$ cat config.mk
export PLATFORM = sky130hd
export DESIGN_NAME = multicycle_ctrl
export DESIGN_NICKNAME = d
export VERILOG_FILES = /design/src/rtl/multicycle_pkg.sv /design/src/rtl/multicycle_ctrl.sv
export SDC_FILE = /design/constraint.sdc
export NUM_CORES = 1
export LEC_CHECK = 0
export ABC_AREA = 1
export CAP_MARGIN = 40
export CORE_MARGIN = 5
export CORE_UTILIZATION = 31
export DETAILED_ROUTE_END_ITERATION = 6
export HOLD_SLACK_MARGIN = 0.03
export PLACE_DENSITY = 0.81
export SLEW_MARGIN = 20
export SYNTH_ARGS = -nofsm -noshare
export SYNTH_HDL_FRONTEND = slang
export SYNTH_SLANG_ARGS = --single-unit
$ cat constraint.sdc
create_clock -name clk -period 1.7 [get_ports clk]
set_clock_uncertainty 0.1 [all_clocks]
set_input_delay 0.34 -clock clk [delete_from_list [all_inputs] [get_ports clk]]
set_output_delay 0.34 -clock clk [all_outputs]
set_load 0.05 [all_outputs]
$ cat src/rtl/multicycle_pkg.sv
// Shared types and encodings for the multicycle ARMv4 sequencing controller.
package multicycle_pkg;

  // State encodings are exported on the State debug port, so values are fixed.
  typedef enum logic [3:0] {
    S_FETCH    = 4'd0,
    S_DECODE   = 4'd1,
    S_MEMADR   = 4'd2,
    S_MEMREAD  = 4'd3,
    S_MEMWB    = 4'd4,
    S_MEMWRITE = 4'd5,
    S_EXECR    = 4'd6,
    S_EXECI    = 4'd7,
    S_ALUWB    = 4'd8,
    S_BRANCH   = 4'd9
  } ctrl_state_t;

  // Instruction class, taken from instruction bits [27:26].
  localparam logic [1:0] OP_DP    = 2'b00;
  localparam logic [1:0] OP_MEM   = 2'b01;
  localparam logic [1:0] OP_B     = 2'b10;
  localparam logic [1:0] OP_UNDEF = 2'b11;

  // Result bus source.
  localparam logic [1:0] RES_ALUOUT = 2'b00;
  localparam logic [1:0] RES_DATA   = 2'b01;
  localparam logic [1:0] RES_ALU    = 2'b10;

  // ALU B operand source.
  localparam logic [1:0] SRCB_REG  = 2'b00;
  localparam logic [1:0] SRCB_IMM  = 2'b01;
  localparam logic [1:0] SRCB_FOUR = 2'b10;

  // Funct bit positions.
  localparam int FUNCT_I = 5;
  localparam int FUNCT_L = 0;

  // Datapath control bundle produced by the output decode.
  typedef struct packed {
    logic       ir_write;
    logic       next_pc;
    logic       branch;
    logic       reg_w;
    logic       mem_w;
    logic       undef;
    logic       adr_src;
    logic [1:0] result_src;
    logic       alu_src_a;
    logic [1:0] alu_src_b;
    logic       alu_op;
  } ctrl_out_t;

  // Selects used while fetching: PC on the address bus, PC+4 through the ALU.
  // Also used as the quiescent pattern held during reset.
  function automatic ctrl_out_t fetch_selects();
    ctrl_out_t o;
    o            = '0;
    o.adr_src    = 1'b0;
    o.alu_src_a  = 1'b1;
    o.alu_src_b  = SRCB_FOUR;
    o.result_src = RES_ALU;
    o.alu_op     = 1'b0;
    return o;
  endfunction

endpackage

$ cat src/rtl/multicycle_ctrl.sv
// Moore sequencing controller for the multicycle ARMv4 datapath.
//
// state    | meaning
// ---------+-------------------------------------------------------------
// FETCH    | read instruction at PC, PC <= PC+4 when memory is ready
// DECODE   | register read, ALU forms PC+8, dispatch on Op/Funct
// MEMADR   | ALU computes Rn + ExtImm memory address
// MEMREAD  | load data read from ALUOut address, wait for ready
// MEMWB    | loaded data written to register file
// MEMWRITE | store to ALUOut address, MemW held until ready
// EXECR    | data-processing with register operand
// EXECI    | data-processing with immediate operand
// ALUWB    | ALU result written to register file
// BRANCH   | PC + ExtImm loaded into PC if condition passes
module multicycle_ctrl
  import multicycle_pkg::*;
(
  input  logic       clk,
  input  logic       reset,
  input  logic [1:0] Op,
  input  logic [5:0] Funct,
  input  logic       MemReady,
  output logic       IRWrite,
  output logic       NextPC,
  output logic       Branch,
  output logic       RegW,
  output logic       MemW,
  output logic       AdrSrc,
  output logic [1:0] ResultSrc,
  output logic       ALUSrcA,
  output logic [1:0] ALUSrcB,
  output logic       ALUOp,
  output logic [1:0] ImmSrc,
  output logic [1:0] RegSrc,
  output logic       Undef,
  output logic [3:0] State
);

  ctrl_state_t state_q;
  ctrl_state_t state_d;
  ctrl_out_t   ctrl;

  // Next-state selection; Op/Funct only matter in DECODE and MEMADR.
  always_comb begin
    state_d = state_q;
    unique case (state_q)
      S_FETCH: begin
        if (MemReady) state_d = S_DECODE;
      end
      S_DECODE: begin
        unique case (Op)
          OP_MEM:  state_d = S_MEMADR;
          OP_DP:   state_d = Funct[FUNCT_I] ? S_EXECI : S_EXECR;
          OP_B:    state_d = S_BRANCH;
          default: state_d = S_FETCH;
        endcase
      end
      S_MEMADR: begin
        state_d = Funct[FUNCT_L] ? S_MEMREAD : S_MEMWRITE;
      end
      S_MEMREAD: begin
        if (MemReady) state_d = S_MEMWB;
      end
      S_MEMWRITE: begin
        if (MemReady) state_d = S_FETCH;
      end
      S_EXECR, S_EXECI: begin
        state_d = S_ALUWB;
      end
      S_MEMWB, S_ALUWB, S_BRANCH: begin
        state_d = S_FETCH;
      end
      default: begin
        state_d = S_FETCH;
      end
    endcase
  end

  // State register with synchronous reset back to FETCH.
  always_ff @(posedge clk) begin
    if (reset) state_q <= S_FETCH;
    else       state_q <= state_d;
  end

  // Moore output decode; reset masks all strobes and parks selects at FETCH.
  always_comb begin
    ctrl = '0;
    if (reset) begin
      ctrl = fetch_selects();
    end else begin
      unique case (state_q)
        S_FETCH: begin
          ctrl          = fetch_selects();
          ctrl.ir_write = MemReady;
          ctrl.next_pc  = MemReady;
        end
        S_DECODE: begin
          // ALU forms PC+8 for the R15 read while the register file decodes.
          ctrl       = fetch_selects();
          ctrl.undef = (Op == OP_UNDEF);
        end
        S_MEMADR: begin
          ctrl.alu_src_a = 1'b0;
          ctrl.alu_src_b = SRCB_IMM;
          ctrl.alu_op    = 1'b0;
        end
        S_MEMREAD: begin
          ctrl.adr_src    = 1'b1;
          ctrl.result_src = RES_ALUOUT;
        end
        S_MEMWB: begin
          ctrl.result_src = RES_DATA;
          ctrl.reg_w      = 1'b1;
        end
        S_MEMWRITE: begin
          // Write strobe held for the whole stall so memory sees a stable request.
          ctrl.adr_src    = 1'b1;
          ctrl.result_src = RES_ALUOUT;
          ctrl.mem_w      = 1'b1;
        end
        S_EXECR: begin
          ctrl.alu_src_a = 1'b0;
          ctrl.alu_src_b = SRCB_REG;
          ctrl.alu_op    = 1'b1;
        end
        S_EXECI: begin
          ctrl.alu_src_a = 1'b0;
          ctrl.alu_src_b = SRCB_IMM;
          ctrl.alu_op    = 1'b1;
        end
        S_ALUWB: begin
          ctrl.result_src = RES_ALUOUT;
          ctrl.reg_w      = 1'b1;
        end
        S_BRANCH: begin
          // PC load itself is gated by the condition check outside this block.
          ctrl.alu_src_a  = 1'b0;
          ctrl.alu_src_b  = SRCB_IMM;
          ctrl.result_src = RES_ALU;
          ctrl.alu_op     = 1'b0;
          ctrl.branch     = 1'b1;
        end
        default: begin
          ctrl = '0;
        end
      endcase
    end
  end

  // Port mapping; ImmSrc/RegSrc follow Op directly with no state dependence.
  always_comb begin
    IRWrite   = ctrl.ir_write;
    NextPC    = ctrl.next_pc;
    Branch    = ctrl.branch;
    RegW      = ctrl.reg_w;
    MemW      = ctrl.mem_w;
    Undef     = ctrl.undef;
    AdrSrc    = ctrl.adr_src;
    ResultSrc = ctrl.result_src;
    ALUSrcA   = ctrl.alu_src_a;
    ALUSrcB   = ctrl.alu_src_b;
    ALUOp     = ctrl.alu_op;
    ImmSrc    = Op;
    RegSrc    = {(Op == OP_MEM), (Op == OP_B)};
    State     = state_q;
  end

endmodule

==> flow_metrics.py, run 1 <==
metrics = {
    "die": {
        "fp.dieW_um": 46.1,
        "ios": 32,
        "die-height_um": 46.1,
        "start_util_pct": 31.8,
        "fp-row-count": 13,
    },
    "logic_synthesis": {
        "ys_seq_area_share_pct": 19.9,
        "ys_warn_count": 0,
        "synth_edf_count": 0,
        "synth_adder_area_share_pct": 0,
        "synth_top_family_by_area": "simple AND/OR/NAND/NOR gates",
        "synth_xor_area_share_pct": 0,
        "muxShareOfSynthArea_pct": 0,
        "synth_top_area_share_pct": 19.9,
        "synth_common_cells": "inv_1 (12), nand2_1 (12), nor2_1 (10)",
        "netlist_instances": 71,
        "synthTopCellsByArea": "dfxtp_1 (20%), inv_1 (11%), nand2_1 (11%), nor2_1 (9.3%), nand3_1 (7.5%)",
        "synthSimpleGateAreaFrac_pct": 42.2,
        "yosysUniqueCellTypes": 18,
        "synth_area_leader_cell": "dfxtp_1",
        "synth_area_um2": 403,
        "ys.flop_type": "dfxtp_1",
        "synthArstFlopShare_pct": 0,
        "synth_nets": 82,
        "ys_seq_elements": 4,
        "syn_avg_cell_area_um2": 5.67,
        "synth-compound-area-share_pct": 17.1,
    },
    "place": {
        "place_hpwl_mm": 1.37,
        "placed_cell_area_mm2": 0.00105,
        "gp_congestion": 0.771,
        "portBuffers": 27,
    },
    "clock_tree": {
        "cts.sinks": 4,
        "numCtsBuffers": 3,
        "cts-root-buf": "clkbuf_4",
        "htreeDepth": 1,
        "cts_buffer_depth": 2,
    },
    "global_routing": {
        "grt_max_degree": 8,
    },
    "status": {
        "firstError": "[ERROR DPL-0038] Utilization greater than 100%, impossible to legalize",
        "status": "did not finish",
        "stop_stage": "global routing (5_1_grt)",
    },
    "timing": {
        "worst_endpoint_kind": "top-level output",
        "grt-worst-endpoint": "Undef",
    },
}
==> what timing repair did <==
action	in CTS
pin swaps	8
gates resized for setup	20
hold buffers	0
setup endpoints to repair	15
gates cloned	0
setup buffers	10
==> kinds of logic after synthesis <==
logic type	after synthesis
flip-flops	4
buffers and inverters	18
AO/OA/AOI/OAI	13
AND/OR/NAND/NOR	36
==> through the flow <==
step / instances / util [%] / setup slack, ns / hold slack [ns]
2_1_floorplan: 71 / - / -0.188 / 0.429
3_3_place_gp: 120 / 83.0 / -0.177 / 0.486
3_5_place_dp: 120 / 83.0 / -0.202 / 0.493
4_1_cts: 134 / 93.8 / -0.109 / 0.527
==> run 2, diff against run 1 <==
--- a/config.mk
+++ b/config.mk
@@ -7,11 +7,10 @@
 export LEC_CHECK = 0
 export ABC_AREA = 1
 export CAP_MARGIN = 40
-export CORE_MARGIN = 5
-export CORE_UTILIZATION = 31
+export CORE_AREA = 5 5 66 68
 export DETAILED_ROUTE_END_ITERATION = 6
-export HOLD_SLACK_MARGIN = 0.03
-export PLACE_DENSITY = 0.81
+export DIE_AREA = 0 0 71 73
+export PLACE_DENSITY_LB_ADDON = 0.15
 export SLEW_MARGIN = 20
 export SYNTH_ARGS = -nofsm -noshare
 export SYNTH_HDL_FRONTEND = slang
==> flow_metrics.py, run 2 <==
metrics = {
    "global_routing": {
        "grt_busiest_layer": "met2",
        "grt_use_total_pct": 6.47,
        "grt_use_met2_pct": 10.7,
        "grt-ovfl-total": 0,
        "antenna_found_initial": 0,
        "grt_pass1_wl_mm": 2.63,
        "grt_use_met3_pct": 2.07,
        "grt_max_degree": 8,
        "grt_pass1_vias": 599,
        "global_route.usage.met1_pct": 7.55,
    },
    "setup_path": {
        "cp-start-kind": "flip-flop",
        "worstSetupPathType": "flip-flop to output port",
        "required_ns": 1.26,
        "cp_slowest_cell": "dfxtp_4",
        "worstPathCellList": "nor2_4 > nand2_2 > nor3_4 > buf_12",
        "crit_arrival_ns": 1.34,
        "critPathMaxFanout": 6,
        "cp_slowest_stage_delay_ns": 0.35,
        "end_kind": "output port",
    },
    "logic_synthesis": {
        "yosysUniqueCellTypes": 18,
        "synth_top_area_share_pct": 19.9,
        "synth_area_um2": 403,
        "synth_common_cells": "inv_1 (12), nand2_1 (12), nor2_1 (10)",
        "netlist_instances": 71,
        "syn_avg_cell_area_um2": 5.67,
        "ys_seq_area_share_pct": 19.9,
        "ys_warn_count": 0,
        "synthArstFlopShare_pct": 0,
        "synth_nets": 82,
        "synth_edf_count": 0,
        "synthTopCellsByArea": "dfxtp_1 (20%), inv_1 (11%), nand2_1 (11%), nor2_1 (9.3%), nand3_1 (7.5%)",
        "ys_seq_elements": 4,
        "synth_area_leader_cell": "dfxtp_1",
        "ys.flop_type": "dfxtp_1",
    },
    "clock_tree": {
        "cts-root-buf": "clkbuf_8",
        "htreeDepth": 1,
        "cts.sinks": 4,
        "cts_tree": "built",
        "clk_latency_ns": 0.22,
        "clk_pin_slew_ns": 0.04,
        "cts_buffer_depth": 2,
        "numCtsBuffers": 3,
    },
    "die": {
        "ios": 32,
        "core-area_mm2": 0.00380,
        "fp-row-count": 23,
        "fp.dieW_um": 71,
        "dieArea_mm2": 0.00518,
        "die-height_um": 73,
        "start_util_pct": 10.6,
    },
    "timing": {
        "slew_headroom_pct": 81.1,
        "slew_viol_final": 0,
        "fin_crit_sh_pct": 105,
        "period_minus_slack_ns": 1.78,
        "tightest_slew_ns": 0.281,
        "rsz0062_at_grt": "true",
        "postLayoutSetupSlackWorst_ns": -0.0780,
        "hold_viol_final": 0,
        "setup_viol": 5,
        "max_freq_mhz": 562,
    },
    "worst_hold_path": {
        "hold_class": "input port to flip-flop",
    },
    "route": {
        "wire_per_inst_um": 9.61,
        "vias": 604,
        "drc": 0,
        "drtIter0Drc": 14,
        "vias_per_cell": 3.57,
        "finalWirelength_mm": 1.62,
        "ant_nets": 0,
        "drtPass1Iterations": 4,
    },
    "status": {
        "status": "complete, but fails checks",
        "failed_checks": "setup timing",
    },
    "final_layout": {
        "layout-drive-gt1-share_pct": 63.0,
        "final_area_mm2": 0.00125,
        "final_cell_mix": "buf_12 (22), buf_4 (21), nand2_1 (8)",
        "final_common_cell": "buf_12",
        "finish.utilization_pct": 33.0,
        "insertedDiodeCount": 0,
        "nFillCells": 407,
        "largest_reg_flops": 4,
        "fin_nets": 131,
        "syn_to_final_growth_pct": 211,
    },
    "place": {
        "portBuffers": 27,
        "place_hpwl_mm": 1.38,
        "placed_cell_area_mm2": 0.00110,
        "gp_congestion": 0.708,
    },
    "power": {
        "cellPowerDensity_mw_per_mm2": 603,
        "peakVddDrop_v": 0.000230,
        "leakage_nw": 0.551,
    },
    "job": {
        "cap_violations": 0,
    },
}
-- run 2: worst paths after layout --
| kind | from | to | slack [ns] | cells after the start |
|---|---|---|---|---|
| max reg2reg | State[3]$_SDFFE_PP0P_ | State[2]$_SDFFE_PP0P_ | 0.29 | 8 |
| min | Op[1] | State[2]$_SDFFE_PP0P_ | 0.51 | 6 |
| min reg2reg | State[0]$_SDFFE_PP0P_ | State[0]$_SDFFE_PP0P_ | 0.54 | 3 |
| max | State[3]$_SDFFE_PP0P_ | NextPC | -0.08 | 4 |
-- run 2: critical path: cells and delay by family, from the launching register on --
kind,cells,cell delay (ns)
AND/OR/NAND/NOR,3,0.58
flip-flops,1,0.35
buffers and inverters,1,0.18
-- run 2: report_power, final --
part           leakage (nW)  internal (mW)  switching [mW]  total, mW
logic                 0.493          0.202           0.225      0.427
clock network        0.0228          0.160          0.0531      0.213
registers            0.0356          0.102          0.0145      0.116
total                 0.551          0.464           0.292      0.756
-- run 2: cells by family after synthesis --
logic type	synth area share, %
buf+inv	20.8
flops	19.9
simple gates	42.2
compound gates	17.1
-- run 2: metrics by stage --
step	hold slack [ns]	setup slack, ns	setup TNS [ns]	total power [mW]	std cells
after floorplan	0.429	-0.188	-0.336	0.322	71
after global placement	0.550	-0.192	-1.47	0.496	154
after detailed placement	0.538	-0.190	-1.48	0.497	154
after CTS	0.538	-0.0970	-0.510	0.751	166
after global routing	0.541	-0.161	-0.860	0.799	169
final	0.508	-0.0780	-0.203	0.756	169
-- run 2: repair_timing --
item | 4_1_cts | 5_1_grt
hold buffers | 0 | 0
resized for setup | 8 | 8
pin swaps | 5 | 6
endpoints found under the setup margin | 15 | 15
setup buffers | 8 | 3
-- run 2: area by class of cell --
type                    count  area [um^2]  share of cell area (%)
multi-input cells          49          340                    27.1
well taps                  50         62.6                    4.99
inverters                  13         53.8                    4.29
repair buffers             49          658                    52.4
flip-flops and latches      4         95.1                    7.58
clock buffers               4         45.0                    3.59
-- run 2: layer usage --
metal | up-vias | share of wire [%]
met5 | - | 0
met3 | 2 | 5.6
met4 | 0 | 0.99
li1 | 321 | -
met2 | 19 | 49
met1 | 262 | 44
Note: power is estimated with default switching activity, not from simulation.
